## config.mk

```make
export PLATFORM = sky130hd
export DESIGN_NAME = tekipaki_cen_meter
export DESIGN_NICKNAME = d
export VERILOG_FILES = /design/src/rtl/tekipaki_cen_meter.sv
export SDC_FILE = /design/constraint.sdc
export NUM_CORES = 1
export LEC_CHECK = 0
export ABC_CLOCK_PERIOD_IN_PS = 2600
export BUFFER_PORTS_ARGS = -buffer_cell sky130_fd_sc_hd__buf_2
export CAP_MARGIN = 20
export CORE_MARGIN = 2
export CORE_UTILIZATION = 36
export DETAILED_ROUTE_END_ITERATION = 6
export PLACE_DENSITY = 0.57
export REMOVE_ABC_BUFFERS = 1
export SLEW_MARGIN = 20
export SYNTH_ARGS = -nofsm -noshare
export SYNTH_HDL_FRONTEND = slang
export SYNTH_SLANG_ARGS = --single-unit
export TNS_END_PERCENT = 1
```

## constraint.sdc

```tcl
create_clock -name CLK96 -period 2.6 [get_ports CLK96]
set_input_delay 0.13 -clock CLK96 [delete_from_list [all_inputs] [get_ports CLK96]]
set_output_delay 0.13 -clock CLK96 [all_outputs]
set_load 0.05 [all_outputs]
```

## src/rtl/tekipaki_cen_meter.sv

```systemverilog
// rtl/tekipaki_cen_meter.sv - windowed rate and spacing meter for one clock-enable strobe
module tekipaki_cen_meter #(
  parameter int WIN    = 94500,
  parameter int CW     = 17,
  parameter int PW     = 8,
  parameter int EXP_LO = 6750,
  parameter int EXP_HI = 6750
) (
  input  logic          CLK96,
  input  logic          RESET96_N,
  input  logic          ENABLE,
  input  logic          CEN,
  input  logic          ACK,
  output logic          VALID,
  output logic          OVERRUN,
  output logic [CW-1:0] COUNT,
  output logic [PW-1:0] PERIOD_MIN,
  output logic [PW-1:0] PERIOD_MAX,
  output logic          STALL,
  output logic          ERR
);

  localparam logic [PW-1:0] IC_MAX   = '1;
  localparam logic [PW-1:0] IC_ONE   = PW'(1);
  localparam logic [CW-1:0] WIN_LAST = CW'(WIN - 1);
  localparam logic [CW-1:0] LO       = CW'(EXP_LO);
  localparam logic [CW-1:0] HI       = CW'(EXP_HI);

  typedef enum logic {SYNC, MEASURE} state_t;

  state_t        state, state_nx;
  logic [CW-1:0] wc, pc, pc_nx;
  logic [PW-1:0] ic, ic_inc, rmin, rmax, min_nx, max_nx;
  logic          rstall, stall_nx;
  logic          win_end, latch;

  always_comb begin
    state_nx = state;
    case (state)
      SYNC:    if (ENABLE && CEN) state_nx = MEASURE;
      MEASURE: if (!ENABLE) state_nx = SYNC;
      default: state_nx = SYNC;
    endcase
  end

  // Running values including this cycle's strobe, so the closing cycle is counted.
  always_comb begin
    ic_inc   = (ic == IC_MAX) ? IC_MAX : ic + 1'b1;
    pc_nx    = pc + {{(CW-1){1'b0}}, CEN};
    min_nx   = (CEN && ic < rmin) ? ic : rmin;
    max_nx   = (CEN && ic > rmax) ? ic : rmax;
    stall_nx = rstall | (!CEN && ic_inc == IC_MAX);
    win_end  = (wc == WIN_LAST);
    latch    = (state == MEASURE) && ENABLE && win_end;
  end

  always_ff @(posedge CLK96) begin
    if (!RESET96_N) begin
      state      <= SYNC;
      wc         <= '0;
      pc         <= '0;
      ic         <= '0;
      rmin       <= '0;
      rmax       <= '0;
      rstall     <= 1'b0;
      VALID      <= 1'b0;
      OVERRUN    <= 1'b0;
      COUNT      <= '0;
      PERIOD_MIN <= '1;
      PERIOD_MAX <= '0;
      STALL      <= 1'b0;
      ERR        <= 1'b0;
    end else begin
      state <= state_nx;
      case (state)
        SYNC: begin
          if (ENABLE && CEN) begin
            wc     <= '0;
            pc     <= '0;
            ic     <= IC_ONE;
            rmin   <= '1;
            rmax   <= '0;
            rstall <= 1'b0;
          end
        end
        MEASURE: begin
          if (ENABLE) begin
            // ic is never cleared at the boundary: a spacing belongs to its closing strobe's window.
            ic <= CEN ? IC_ONE : ic_inc;
            if (win_end) begin
              COUNT      <= pc_nx;
              PERIOD_MIN <= min_nx;
              PERIOD_MAX <= max_nx;
              STALL      <= stall_nx;
              ERR        <= (pc_nx < LO) || (pc_nx > HI) || stall_nx;
              wc         <= '0;
              pc         <= '0;
              rmin       <= '1;
              rmax       <= '0;
              rstall     <= 1'b0;
            end else begin
              wc     <= wc + 1'b1;
              pc     <= pc_nx;
              rmin   <= min_nx;
              rmax   <= max_nx;
              rstall <= stall_nx;
            end
          end
        end
        default: ;
      endcase
      if (latch) begin
        VALID <= 1'b1;
        if (VALID && !ACK) OVERRUN <= 1'b1;
      end else if (ACK) begin
        VALID <= 1'b0;
      end
    end
  end

endmodule

```

==> summary.md <==
In the final routed layout, each cell accounts on average for 15.7 um. In this run, the number of DRC markers left after iteration 0 of detailed routing was 487. The worst-case IR drop observed on VDD is 0.000377 V.

For the number of setup violations in the final report, the log shows 0. STA classifies the critical path startpoint as a register. Number of buffer and inverter stages on the critical path: 0.

The filler cells instantiated in the layout total 1,506. In this run, distinct cell masters in the synthesized netlist total 68. Between clock sinks in the finished design, the worst skew comes to 7.51 ps. The count of buffers from port buffering was 41.

Sequential elements use 35.1% of the synthesized area. Summed over all instances, the cell type with the most area after synthesis is dfxtp_1. The time the worst path needs with I/O delays and setup was 2360 ps. In this run the biggest area consumer among cell types represents 35.1% of the synthesized area. Buffer type at the clock tree root: clkbuf_16. Data on the critical path arrives at its endpoint at 2590 ps. In the finished design, the share of the clock period the worst path needs comes to 90.6%. The routed layout has 5,213 vias. The tool flagged a number of max-cap violations equal to 0. In the synthesized netlist the dominant register cell turns out to be dfxtp_1. The number of antenna violations at the first check in global routing is 0.

The average footprint of a synthesized cell was 7.86 um2. The slew of the pin with the lowest slew margin was 839 ps; the max-slew headroom at the worst pin was 43.8%. Measured along the x axis, the die boundary spans 128 um.

Yosys attributes the largest share of cell area to dfxtp_1, a21oi_1, nor2_1. The first-pass GRT wire length is 24.3 mm. The run gives 0.887 as the weighted congestion at the end of routability-driven global placement. Once layout is complete, the cells apart from fillers number 910. 42 I/O pins were placed.

The largest fanout on the critical path is 6. By instance count, the leading cell after synthesis is dfxtp_1. In this run the cell area of the synthesized design comes to 0.00553 mm2. The floorplan step set the die height to 128 um. Summed over all nets, the half-perimeter wirelength after detailed placement is 9.66 mm. The H-tree depth is 3, and the routed wire length is 14.3 mm. Summed over all failing endpoints, the final setup total negative slack is 0 ps. After clock tree synthesis, the clock-pin slew on the worst setup and hold paths is 70 ps. The area growth from synthesis to layout was 12.2%; the number of buffers on the longest clock path was 2. Clock tree synthesis inserted a total of 9 buffers. The post-detailed-route via-to-cell ratio was 5.73; the latest clock arrival within the worst-skew pair was 350 ps. The die covers 0.0164 mm2.

The share of post-route cells with drive strength above 1 is 15.4%. After synthesis, the most frequently instantiated cells are dfxtp_1, nor2_1, nand2_1, a21oi_1. Classification of the worst setup path: register to register.

In this run the power density over the cells is 497 mW/mm2. STA classifies the critical path endpoint as a register. The run gives 0 as the count of final hold-check violations.

The cell leakage power is 0.00224 uW. Setup repair after global routing left no endpoint under its margin. Grouping stages by cell kind, the critical path spends the most delay in simple AND/OR/NAND/NOR gates. The clock net sink count is 97, and the number of synthesized flops with an enable pin is 0. After detailed routing, the number of remaining DRC violations is 0. Data on the critical path is required at its endpoint by 2840 ps.

The logs give 4,994 for the number of global-route vias before repair and 424 MHz for the timing-limited maximum frequency. TritonCTS built the clock tree. Synthesis produced 703 cells.

The class of the worst hold path is input port to register. The net count of the finished layout is 741. The tools report the total global-route track usage as 18.2%. Entering global routing, the biggest net connects 48 pins. Counting flops with an async set or reset pin after synthesis yields a share of 0%. The number of iterations in the first detailed-routing pass is 5, and the number of placement rows is 45. After clock tree synthesis, the flow added hold-fix buffers numbering 0.

The largest single stage delay on the critical path is 610 ps. The synthesized design contains 97 register bits. 0 antenna diodes ended up in the layout.

The initial utilization of the core area, before any placement, comes to 36.6%. The flow ran to the end, and the final reports show no timing, DRC or antenna violations. The number of placed instances, taps included, is 894.

Number of synthesis warnings: 0. Walking the worst path, the cells encountered are ha_1, ha_2, nand4_2, or4_4, a32oi_1, a21oi_1, nor4_2, nor2_1. The tools report the standard cell core area as 0.0151 mm2. Global routing finished with a remaining overflow of 0. On the critical path, the stage with the largest delay is an instance of or4_4. The number of slew-limit violations in the final report is 0, and the count of nets left with antenna violations after detail routing is 0.
## layout make-up
| type | instances | area (um2) | area share (%) |
|---|---|---|---|
| Inverter | 21 | 78.8 | 1.27 |
| Tap cell | 188 | 235 | 3.79 |
| Clock inverter | 5 | 53.8 | 0.868 |
| Multi-Input combinational cell | 520 | 3190 | 51.5 |
| Sequential cell | 97 | 1940 | 31.3 |
| Timing Repair Buffer | 68 | 445 | 7.19 |
| Clock buffer | 11 | 253 | 4.08 |
## sequential cells by signal (all words and copies together), names as in the netlist
signal	flops
pc	17
PERIOD_MAX	8
rmax	8
OVERRUN	1
rstall	1
wc	17
PERIOD_MIN	8
rmin	8
STALL	1
VALID	1
ERR	1
state	1
COUNT	17
ic	8
## metrics by stage
step | instance area, um2 | worst slack [ps] | total power (uW) | util (%) | hold slack (ps)
floorplan | 5190 | -404 | 1670 | - | 220
global placement | 5890 | 328 | 1750 | 39.0 | 415
detailed placement | 5890 | 244 | 1750 | 39.0 | 417
CTS | 6190 | 213 | 3130 | 41.0 | 38.6
global route | 6200 | 41.7 | 3220 | 41.1 | 61.9
finish | 6200 | 243 | 3080 | 41.1 | 58.8
## cells by family (layout without fill, tap and decap cells)
| logic type | Yosys count | in the layout | synth area share (%) |
|---|---|---|---|
| simple gates | 290 | 290 | 26.7 |
| xor+xnor | 15 | 15 | 2.38 |
| buf+inv | 86 | 105 | 7.40 |
| mux | 1 | 1 | 0.181 |
| compound gates | 195 | 195 | 23.8 |
| flops | 97 | 97 | 35.1 |
| fa+ha+maj | 19 | 19 | 4.30 |
## timing repair
action,in CTS,in global routing
endpoints found under the setup margin,0,2
resized for setup,0,2
buffers inserted,0,0
endpoints found under the hold margin,0,0
## placed cells by master (no fill, tap or decap), types with 4 or more instances in the layout
| master | instances |
|---|---|
| dfxtp_1 | 97 |
| ha_1 | 18 |
| a21o_1 | 9 |
| a21oi_1 | 57 |
| and3_1 | 10 |
| nand2_1 | 64 |
| a211oi_1 | 10 |
| nand3b_1 | 4 |
| buf_2 | 41 |
| o21ai_1 | 26 |
| nor3_1 | 38 |
| nand4_1 | 18 |
| a221oi_2 | 8 |
| a31oi_1 | 17 |
| xor2_1 | 9 |
| nor2_1 | 67 |
| inv_1 | 20 |
| a22oi_1 | 8 |
| xnor2_1 | 6 |
| buf_4 | 24 |
| o211ai_1 | 10 |
| nand3_1 | 29 |
| nor2b_1 | 5 |
| o21a_1 | 4 |
| o21ai_0 | 16 |
| a311oi_1 | 9 |
| clkbuf_16 | 9 |
| nor4_1 | 15 |
| nand2b_1 | 6 |
| or3_1 | 4 |
## worst paths after layout
kind | startpoint | to | slack, ps | depth (start not counted)
worst max-delay path | pc[0] | ERR | 240 | 8
worst min-delay path | ENABLE | ic[5] | 60 | 2
worst max register to register | pc[0] | ERR | 240 | 8
worst min register to register | COUNT[15] | COUNT[15] | 450 | 2
## metal layers
layer	vias to the layer above	share of wire, %	GRT usage [%]
met4	0	2.8	8.60
li1	2600	-	-
met2	112	47	29.9
met1	2469	47	23.4
met3	32	3.3	3.05
met5	-	0	0
## power breakdown
| group | total, uW | leakage [uW] | switching (uW) | internal [uW] |
|---|---|---|---|---|
| combinational | 216 | 0.00130 | 147 | 68.7 |
| sequential | 1500 | 0.000784 | 5.63 | 1500 |
| clock | 1360 | 0.000155 | 568 | 794 |
| total | 3080 | 0.00224 | 721 | 2360 |
(Power assumes the default switching activity.)
